$ cat config.mk
export PLATFORM = sky130hd
export DESIGN_NAME = bram_port_arbiter_flat
export DESIGN_NICKNAME = d
export VERILOG_FILES = /design/src/rtl/bram_port_arbiter_if.sv /design/src/rtl/bram_port_arbiter.sv /design/src/flat_wrapper.sv
export SDC_FILE = /design/constraint.sdc
export NUM_CORES = 1
export LEC_CHECK = 0
export CORE_AREA = 4 4 91 93
export DETAILED_ROUTE_END_ITERATION = 7
export DIE_AREA = 0 0 95 97
export PLACE_DENSITY = 0.77
export SYNTH_ARGS = -nofsm -noshare
export SYNTH_HDL_FRONTEND = slang
export SYNTH_SLANG_ARGS = --single-unit
$ cat constraint.sdc
create_clock -name clk -period 2 [get_ports clk]
set_input_delay 0.4 -clock clk [delete_from_list [all_inputs] [get_ports clk]]
set_output_delay 0.4 -clock clk [all_outputs]
set_load 0.05 [all_outputs]
$ cat src/rtl/bram_port_arbiter_if.sv
// Request/response bundle between one client engine and bram_port_arbiter.
// The client side uses the master modport, the arbiter uses the slave modport.
interface bram_port_arbiter_if #(
  parameter int WIDTH      = 32,
  parameter int ADDR_WIDTH = 11
);
  logic                  valid;
  logic                  ready;
  logic                  we;
  logic [ADDR_WIDTH-1:0] addr;
  logic [WIDTH-1:0]      wdata;
  logic                  rvalid;
  logic [WIDTH-1:0]      rdata;

  modport master (
    output valid, we, addr, wdata,
    input  ready, rvalid, rdata
  );

  modport slave (
    input  valid, we, addr, wdata,
    output ready, rvalid, rdata
  );
endinterface

$ cat src/rtl/bram_port_arbiter.sv
// Two-requester arbiter in front of a single-port, read-first, 1-cycle-latency RAM.
// Round-robin by default; define BRAM_ARB_FIXED_PRIO_EN for fixed priority (s0 wins).
module bram_port_arbiter #(
  parameter int WIDTH      = 32,
  parameter int ADDR_WIDTH = 11
) (
  input  logic                  clk,
  input  logic                  rst_n,
  bram_port_arbiter_if.slave    s0,
  bram_port_arbiter_if.slave    s1,
  output logic                  mem_we,
  output logic [ADDR_WIDTH-1:0] mem_addr,
  output logic [WIDTH-1:0]      mem_din,
  input  logic [WIDTH-1:0]      mem_dout
);

  logic grant0;
  logic grant1;
  logic rd_pend;
  logic rd_owner;
  logic rd_hs0;
  logic rd_hs1;

  // Grants are masked while in reset so every output reads 0 during reset.
`ifdef BRAM_ARB_FIXED_PRIO_EN
  always_comb begin
    grant0 = rst_n & s0.valid;
    grant1 = rst_n & s1.valid & ~s0.valid;
  end
`else
  logic last_grant;

  always_comb begin
    grant0 = 1'b0;
    grant1 = 1'b0;
    if (rst_n) begin
      if (s0.valid && s1.valid) begin
        grant0 = last_grant;
        grant1 = ~last_grant;
      end else begin
        grant0 = s0.valid;
        grant1 = s1.valid;
      end
    end
  end

  always_ff @(posedge clk or negedge rst_n) begin
    if (!rst_n) begin
      last_grant <= 1'b1;
    end else if (grant0) begin
      last_grant <= 1'b0;
    end else if (grant1) begin
      last_grant <= 1'b1;
    end
  end
`endif

  always_comb begin
    mem_we   = 1'b0;
    mem_addr = '0;
    mem_din  = '0;
    if (grant0) begin
      mem_we   = s0.we;
      mem_addr = s0.addr;
      mem_din  = s0.wdata;
    end else if (grant1) begin
      mem_we   = s1.we;
      mem_addr = s1.addr;
      mem_din  = s1.wdata;
    end
  end

  assign rd_hs0 = grant0 & ~s0.we;
  assign rd_hs1 = grant1 & ~s1.we;

  // rd_owner only matters while rd_pend is set, so it is loaded on reads alone.
  always_ff @(posedge clk or negedge rst_n) begin
    if (!rst_n) begin
      rd_pend  <= 1'b0;
      rd_owner <= 1'b0;
    end else begin
      rd_pend <= rd_hs0 | rd_hs1;
      if (rd_hs0 || rd_hs1) begin
        rd_owner <= rd_hs1;
      end
    end
  end

  assign s0.ready  = grant0;
  assign s1.ready  = grant1;
  assign s0.rvalid = rd_pend & ~rd_owner;
  assign s1.rvalid = rd_pend & rd_owner;
  assign s0.rdata  = s0.rvalid ? mem_dout : '0;
  assign s1.rdata  = s1.rvalid ? mem_dout : '0;

endmodule

$ cat src/flat_wrapper.sv
// flat-port wrapper written by rule: the top's interface ports become plain ports
module bram_port_arbiter_flat 
#(
  parameter int WIDTH      = 32,
  parameter int ADDR_WIDTH = 11
)
  (clk, rst_n, mem_we, mem_addr, mem_din, mem_dout, s0_valid, s0_we, s0_addr, s0_wdata, s0_ready, s0_rvalid, s0_rdata, s1_valid, s1_we, s1_addr, s1_wdata, s1_ready, s1_rvalid, s1_rdata);
  bram_port_arbiter_if #(.WIDTH(WIDTH), .ADDR_WIDTH(ADDR_WIDTH)) s0_i ();
  bram_port_arbiter_if #(.WIDTH(WIDTH), .ADDR_WIDTH(ADDR_WIDTH)) s1_i ();
  input  logic clk;
  input  logic rst_n;
  output logic mem_we;
  output logic [ADDR_WIDTH-1:0] mem_addr;
  output logic [WIDTH-1:0] mem_din;
  input  logic [WIDTH-1:0] mem_dout;
  input wire logic [$bits(s0_i.valid)-1:0] s0_valid;
  input wire logic [$bits(s0_i.we)-1:0] s0_we;
  input wire logic [$bits(s0_i.addr)-1:0] s0_addr;
  input wire logic [$bits(s0_i.wdata)-1:0] s0_wdata;
  output wire logic [$bits(s0_i.ready)-1:0] s0_ready;
  output wire logic [$bits(s0_i.rvalid)-1:0] s0_rvalid;
  output wire logic [$bits(s0_i.rdata)-1:0] s0_rdata;
  input wire logic [$bits(s1_i.valid)-1:0] s1_valid;
  input wire logic [$bits(s1_i.we)-1:0] s1_we;
  input wire logic [$bits(s1_i.addr)-1:0] s1_addr;
  input wire logic [$bits(s1_i.wdata)-1:0] s1_wdata;
  output wire logic [$bits(s1_i.ready)-1:0] s1_ready;
  output wire logic [$bits(s1_i.rvalid)-1:0] s1_rvalid;
  output wire logic [$bits(s1_i.rdata)-1:0] s1_rdata;
  assign s0_i.valid = s0_valid;
  assign s0_i.we = s0_we;
  assign s0_i.addr = s0_addr;
  assign s0_i.wdata = s0_wdata;
  assign s0_ready = s0_i.ready;
  assign s0_rvalid = s0_i.rvalid;
  assign s0_rdata = s0_i.rdata;
  assign s1_i.valid = s1_valid;
  assign s1_i.we = s1_we;
  assign s1_i.addr = s1_addr;
  assign s1_i.wdata = s1_wdata;
  assign s1_ready = s1_i.ready;
  assign s1_rvalid = s1_i.rvalid;
  assign s1_rdata = s1_i.rdata;
  bram_port_arbiter #(.WIDTH(WIDTH), .ADDR_WIDTH(ADDR_WIDTH)) u_core (.clk(clk), .rst_n(rst_n), .s0(s0_i), .s1(s1_i), .mem_we(mem_we), .mem_addr(mem_addr), .mem_din(mem_din), .mem_dout(mem_dout));
endmodule
# Word-level counts from Yosys, hierarchy flattened
# Index checks and enable logic that the tools add are counted.
[totals] regBits=3 input_bits=124 output_inout_bits=112 wordCells=29
[classes] mux=14 bitwise=9 reduce_logical=3
[op_table] operator="$mux 32" count=4
[op_table] operator="$mux 11" count=2
[op_table] operator="$mux 1" count=8
[op_table] operator="$and 1x1->1" count=4
[op_table] operator="$not 1->1" count=4
[op_table] operator="$reduce_bool 2->1" count=1
[op_table] operator="$logic_and 1x1->1" count=1
[op_table] operator="$logic_or 1x1->1" count=1
[op_table] operator="$or 1x1->1" count=1

# Longest topological paths before layout
[logic_depth] ltp_word=5 depth_mapped=5 ltp_nobuf=4

# Worst setup path before layout
# Ideal clock, no wire load.
[synth_path] path_kind="flip-flop to output port" start="register u_core.last_grant" end="output mem_din[22]" t_arrival_ns=1.568 required_time_ns=1.600 slack_ns=0.032 stages_incl_launch_ff=5 n_path_buf=1 cell_sequence="dfstp_2 nor2b_4 nor2_8 buf_2 a22o_1"
[synth_between] word_cells_on_any_way=7 classes_between="6 x mux; 1 x bitwise"
[synth_rtl] item="start: declaration" line="bram_port_arbiter.sv:31" rtl="logic last_grant;"
[synth_rtl] item="start signal: assignment" line="bram_port_arbiter.sv:49" rtl="last_grant <= 1'b1;"
[synth_rtl] item="start signal: assignment" line="bram_port_arbiter.sv:51" rtl="last_grant <= 1'b0;"
[synth_rtl] item="start signal: assignment" line="bram_port_arbiter.sv:53" rtl="last_grant <= 1'b1;"
[synth_rtl] item="$mux 1" line="bram_port_arbiter.sv:37" rtl="if (s0.valid && s1.valid) begin"
[synth_rtl] item="$mux 1" line="bram_port_arbiter.sv:36" rtl="if (rst_n) begin"
[synth_rtl] item="named net s0_ready" line="flat_wrapper.sv:20" rtl="output wire logic [$bits(s0_i.ready)-1:0] s0_ready;"
[synth_rtl] item="$mux 32" line="bram_port_arbiter.sv:62" rtl="if (grant0) begin"
[synth_rtl] item="end: declaration" line="flat_wrapper.sv:14" rtl="output logic [WIDTH-1:0] mem_din;"
# The timed path passes the listed nets, and every way through them passes these cells.

# Final worst setup path
[layout_path] start="register u_core.last_grant" end="output mem_addr[8]"
[layout_between] elab_chain_cells=5 word_cells_on_any_way=7 classes_between="6 x mux; 1 x bitwise"
[layout_rtl] item="$not 1->1" line="bram_port_arbiter.sv:39" rtl="grant1 = ~last_grant;"
[layout_rtl] item="$mux 1" line="bram_port_arbiter.sv:37"
[layout_rtl] item="$mux 1" line="bram_port_arbiter.sv:36"
[layout_rtl] item="$mux 11" line="bram_port_arbiter.sv:66" rtl="end else if (grant1) begin"
[layout_rtl] item="$mux 11 *" line="bram_port_arbiter.sv:62"
[layout_rtl] item="end: declaration" line="flat_wrapper.sv:13" rtl="output logic [ADDR_WIDTH-1:0] mem_addr;"
# Mark *: on every way between the ends. The rest lies on a longest branch, timed or not.

==> run_results.csv <==
group,metric,value,unit
worst_setup_path,path_max_fanout,9,
grt,grt_pass1_wl,13700,µm
detailed_routing,postRouteAntennaNets,0,
pwr,p_leak,2.22,nW
detailed_routing,drtIter0Drc,87,
detailed_routing,wl_per_cell,19.3,µm
cts,clock_path_buffers,2,
grt,grt_pass1_vias,2511,
worst_setup_path,crit_end,"mem_addr[8]",
worst_setup_path,cp-startpoint,"u_core.last_grant",
pwr,internal-power,1.13,mW
timing,finalSetupViolCount,0,
worst_setup_path,slowest_stage,"dfstp_2",
pwr,powerDensity,403,nW/µm²
cells_and_area,drive_gt1_frac,0.424,
die,fp.dieH,97,µm
placed_design,post-place-ws,-0.246,ns
cts,clk_latency,0.21,ns
placed_design,gp_congestion,0.829,
worst_setup_path,criticalPathCategory,"reg -> out",
placed_design,port-buffer-count,235,
grt,grt_max_degree,36,
synth,ys_seq_area_frac,0.0708,
worst_setup_path,end_kind,"output pin",
timing,min_period_over_period,0.986,
cells_and_area,register_area,76.3,µm²
timing,worst_slack,0.0273,ns
pwr,p_total,2.04,mW
outcome,status,"completed",
grt,grt_remaining_overflow,0,
synth,synthTopCellsByArea,"a22o_1 (36%), and2_1 (19%), and3_1 (19%), dfrtp_1 (4.6%), buf_6 (4.2%)",
detailed_routing,vias,2208,
detailed_routing,wl,9320,µm
worst_setup_path,cp.required,1.60,ns
detailed_routing,drc,0,
pwr,p_switching,912,µW
timing,rsz0062_at_grt,"yes",
cts,cts_tree,"done",
cts,clockRootBuffer,"clkbuf_8",
cts,cts_buffers,3,
pwr,comb_power_share,0.875,
cells_and_area,multi_input_area,1080,µm²
worst_setup_path,setup.worst_path.start_class,"flip-flop",
synth,yosysWarnings,0,
die,core_area,7530,µm²
worst_setup_path,r2r-start,"u_core.last_grant",
die,num_rows,32,
die,io_pins,236,
pwr,clockPowerShare,0.084,
worst_hold_path,hold_class,"in -> async",
timing,finalClockSkew,0.000508,ns
timing,layout_min_cycle_time,1.97,ns
flow_run,drv_cap,0,
cts,clk_pin_slew,0.03,ns
worst_setup_path,slowest_delay,0.54,ns
worst_setup_path,crit_chain,"buf_6 > nor2b_4 > nor2_8 > buf_4 > a22o_1 > buf_12",
synth,synth_top_area_share,0.358,
timing,worst_pin_slew,0.283,ns
placed_design,dp_hpwl,7560,µm
synth,synthesis.area,1080,µm²
cells_and_area,final_cells,484,
pwr,ir_drop,0.219,mV
cells_and_area,insertedDiodeCount,0,
placed_design,place_inst,475,
synth,synth_nets,265,
synth,syn_inst,141,
pwr,p_seq_frac,0.041,
die,dieWidth,95,µm
timing,finalHoldViolCount,0,
synth,ys_seq_elements,3,
detailed_routing,vias_per_cell,4.56,
grt,antenna_found_initial,0,
timing,maxSlewViolCount,0,
worst_setup_path,r2r_slack,0.75,ns
cells_and_area,nNetsFinal,507,
worst_setup_path,r2r_end,"u_core.rd_owner",
synth,synth.largest_area_cell,"a22o_1",
cts,cts.sinks,3,
grt,grt_usage,0.188,
timing,maxSlewHeadroom,0.811,
cells_and_area,area_growth,371,%
cells_and_area,fillers,545,
detailed_routing,dr.pass1.iters,4,
timing,tns,0,ns
die,initial_core_util,0.143,
die,die-area,9220,µm²
synth,avgSynthCellArea,7.64,µm²
worst_setup_path,worstPathArrival,1.57,ns
timing,fmax,0.507,GHz
synth,synth_cell_type_count,17,
pwr,switching_share,0.446,
cts,htreeDepth,1,
worst_setup_path,worst_r2r_path_depth,5,
==> kinds of logic after synthesis <==
group	after synthesis	share of synthesized area
flip-flops	3	0.0709
AO/OA/AOI/OAI	49	0.396
AND/OR/NAND/NOR	71	0.434
buffers and inverters	18	0.0987
==> worst max-delay path: cells and delay by family (launching register included) <==
| kind | cells | cell delay (ns) |
|---|---|---|
| AOI/OAI and AO/OA | 1 | 0.20 |
| buffers and inverters | 3 | 0.44 |
| and+or+nand+nor | 2 | 0.18 |
| DFF | 1 | 0.54 |
==> cell usage in the layout (no fill, tap or decap), drive strengths merged <==
master	Yosys	layout
dfrtp	2	2
nand2	3	3
o32ai	1	1
nor2b	2	2
dlygate4sd2	0	3
clkdlybuf4s50	0	120
buf	9	130
nor2	1	1
o31ai	1	1
and3	32	32
and2	33	33
clkbuf	8	5
dfstp	1	1
inv	1	1
o21ai	2	2
a21o	1	1
a22o	44	44
==> worst min-delay path by stage <==
stage,startpoint,end,slack (ns),cells after the start
finish,rst_n,u_core.rd_owner,0.26,2
global route,rst_n,u_core.rd_pend,0.28,2
CTS,rst_n,u_core.rd_owner,0.26,2
detailed placement,u_core.last_grant,u_core.last_grant,0.52,2
global placement,u_core.last_grant,u_core.last_grant,0.51,2
floorplan,rst_n,u_core.rd_owner,0.10,0
==> routing by layer <==
| layer | global-route usage | vias to the layer above | routed length, µm |
|---|---|---|---|
| li1 | - | 1020 | - |
| met2 | 0.348 | 143 | 4930 |
| met4 | 0.0477 | 0 | 154 |
| met5 | 0 | - | 0 |
| met3 | 0.0537 | 10 | 990 |
| met1 | 0.203 | 1035 | 3240 |
==> cells in the mapped netlist, drive strengths merged <==
library cell	instances
o31ai	1
nor2b	2
dfrtp	2
nand2	3
and2	33
buf	9
a21o	1
a22o	44
o32ai	1
nor2	1
and3	32
clkbuf	8
inv	1
o21ai	2
dfstp	1
==> stage by stage <==
| stage | hold WS [ns] | util | area [µm²] |
|---|---|---|---|
| final | 0.260 | 0.674 | 5070 |
| after global routing | 0.283 | 0.674 | 5070 |
| after CTS | 0.258 | 0.666 | 5010 |
| after detailed placement | 0.517 | 0.627 | 4720 |
| after global placement | 0.506 | 0.627 | 4720 |
| after floorplan | 0.104 | - | 1080 |
==> timing repair <==
action                     CTS  global route
pin swaps                   18             1
gates cloned                 3             1
hold buffers                 0             0
setup buffers                2             0
resized for setup           27             4
setup endpoints to repair   46            41
==> sequential cells by signal, indices dropped and copies added (netlist names) <==
signal             cells
u_core.last_grant      1
u_core.rd_owner        1
u_core.rd_pend         1
==> cell type report <==
cell class,count,share of cell area
well taps,102,0.0252
flip-flops and latches,3,0.0150
repair buffers,254,0.736
inverters,1,0.00222
clock buffers,4,0.00888
multi-input cells,120,0.213
==> power by group through the flow <==
stage	logic [mW]	clock network, mW	registers [mW]
6_report	1.79	0.173	0.0836
2_1_floorplan	0.717	0	0.0907
5_1_grt	1.85	0.185	0.0856
4_1_cts	1.78	0.176	0.0838
3_5_place_dp	1.68	0	0.0882
3_3_place_gp	1.66	0	0.0867
Note: power is estimated with default switching activity, not from simulation.
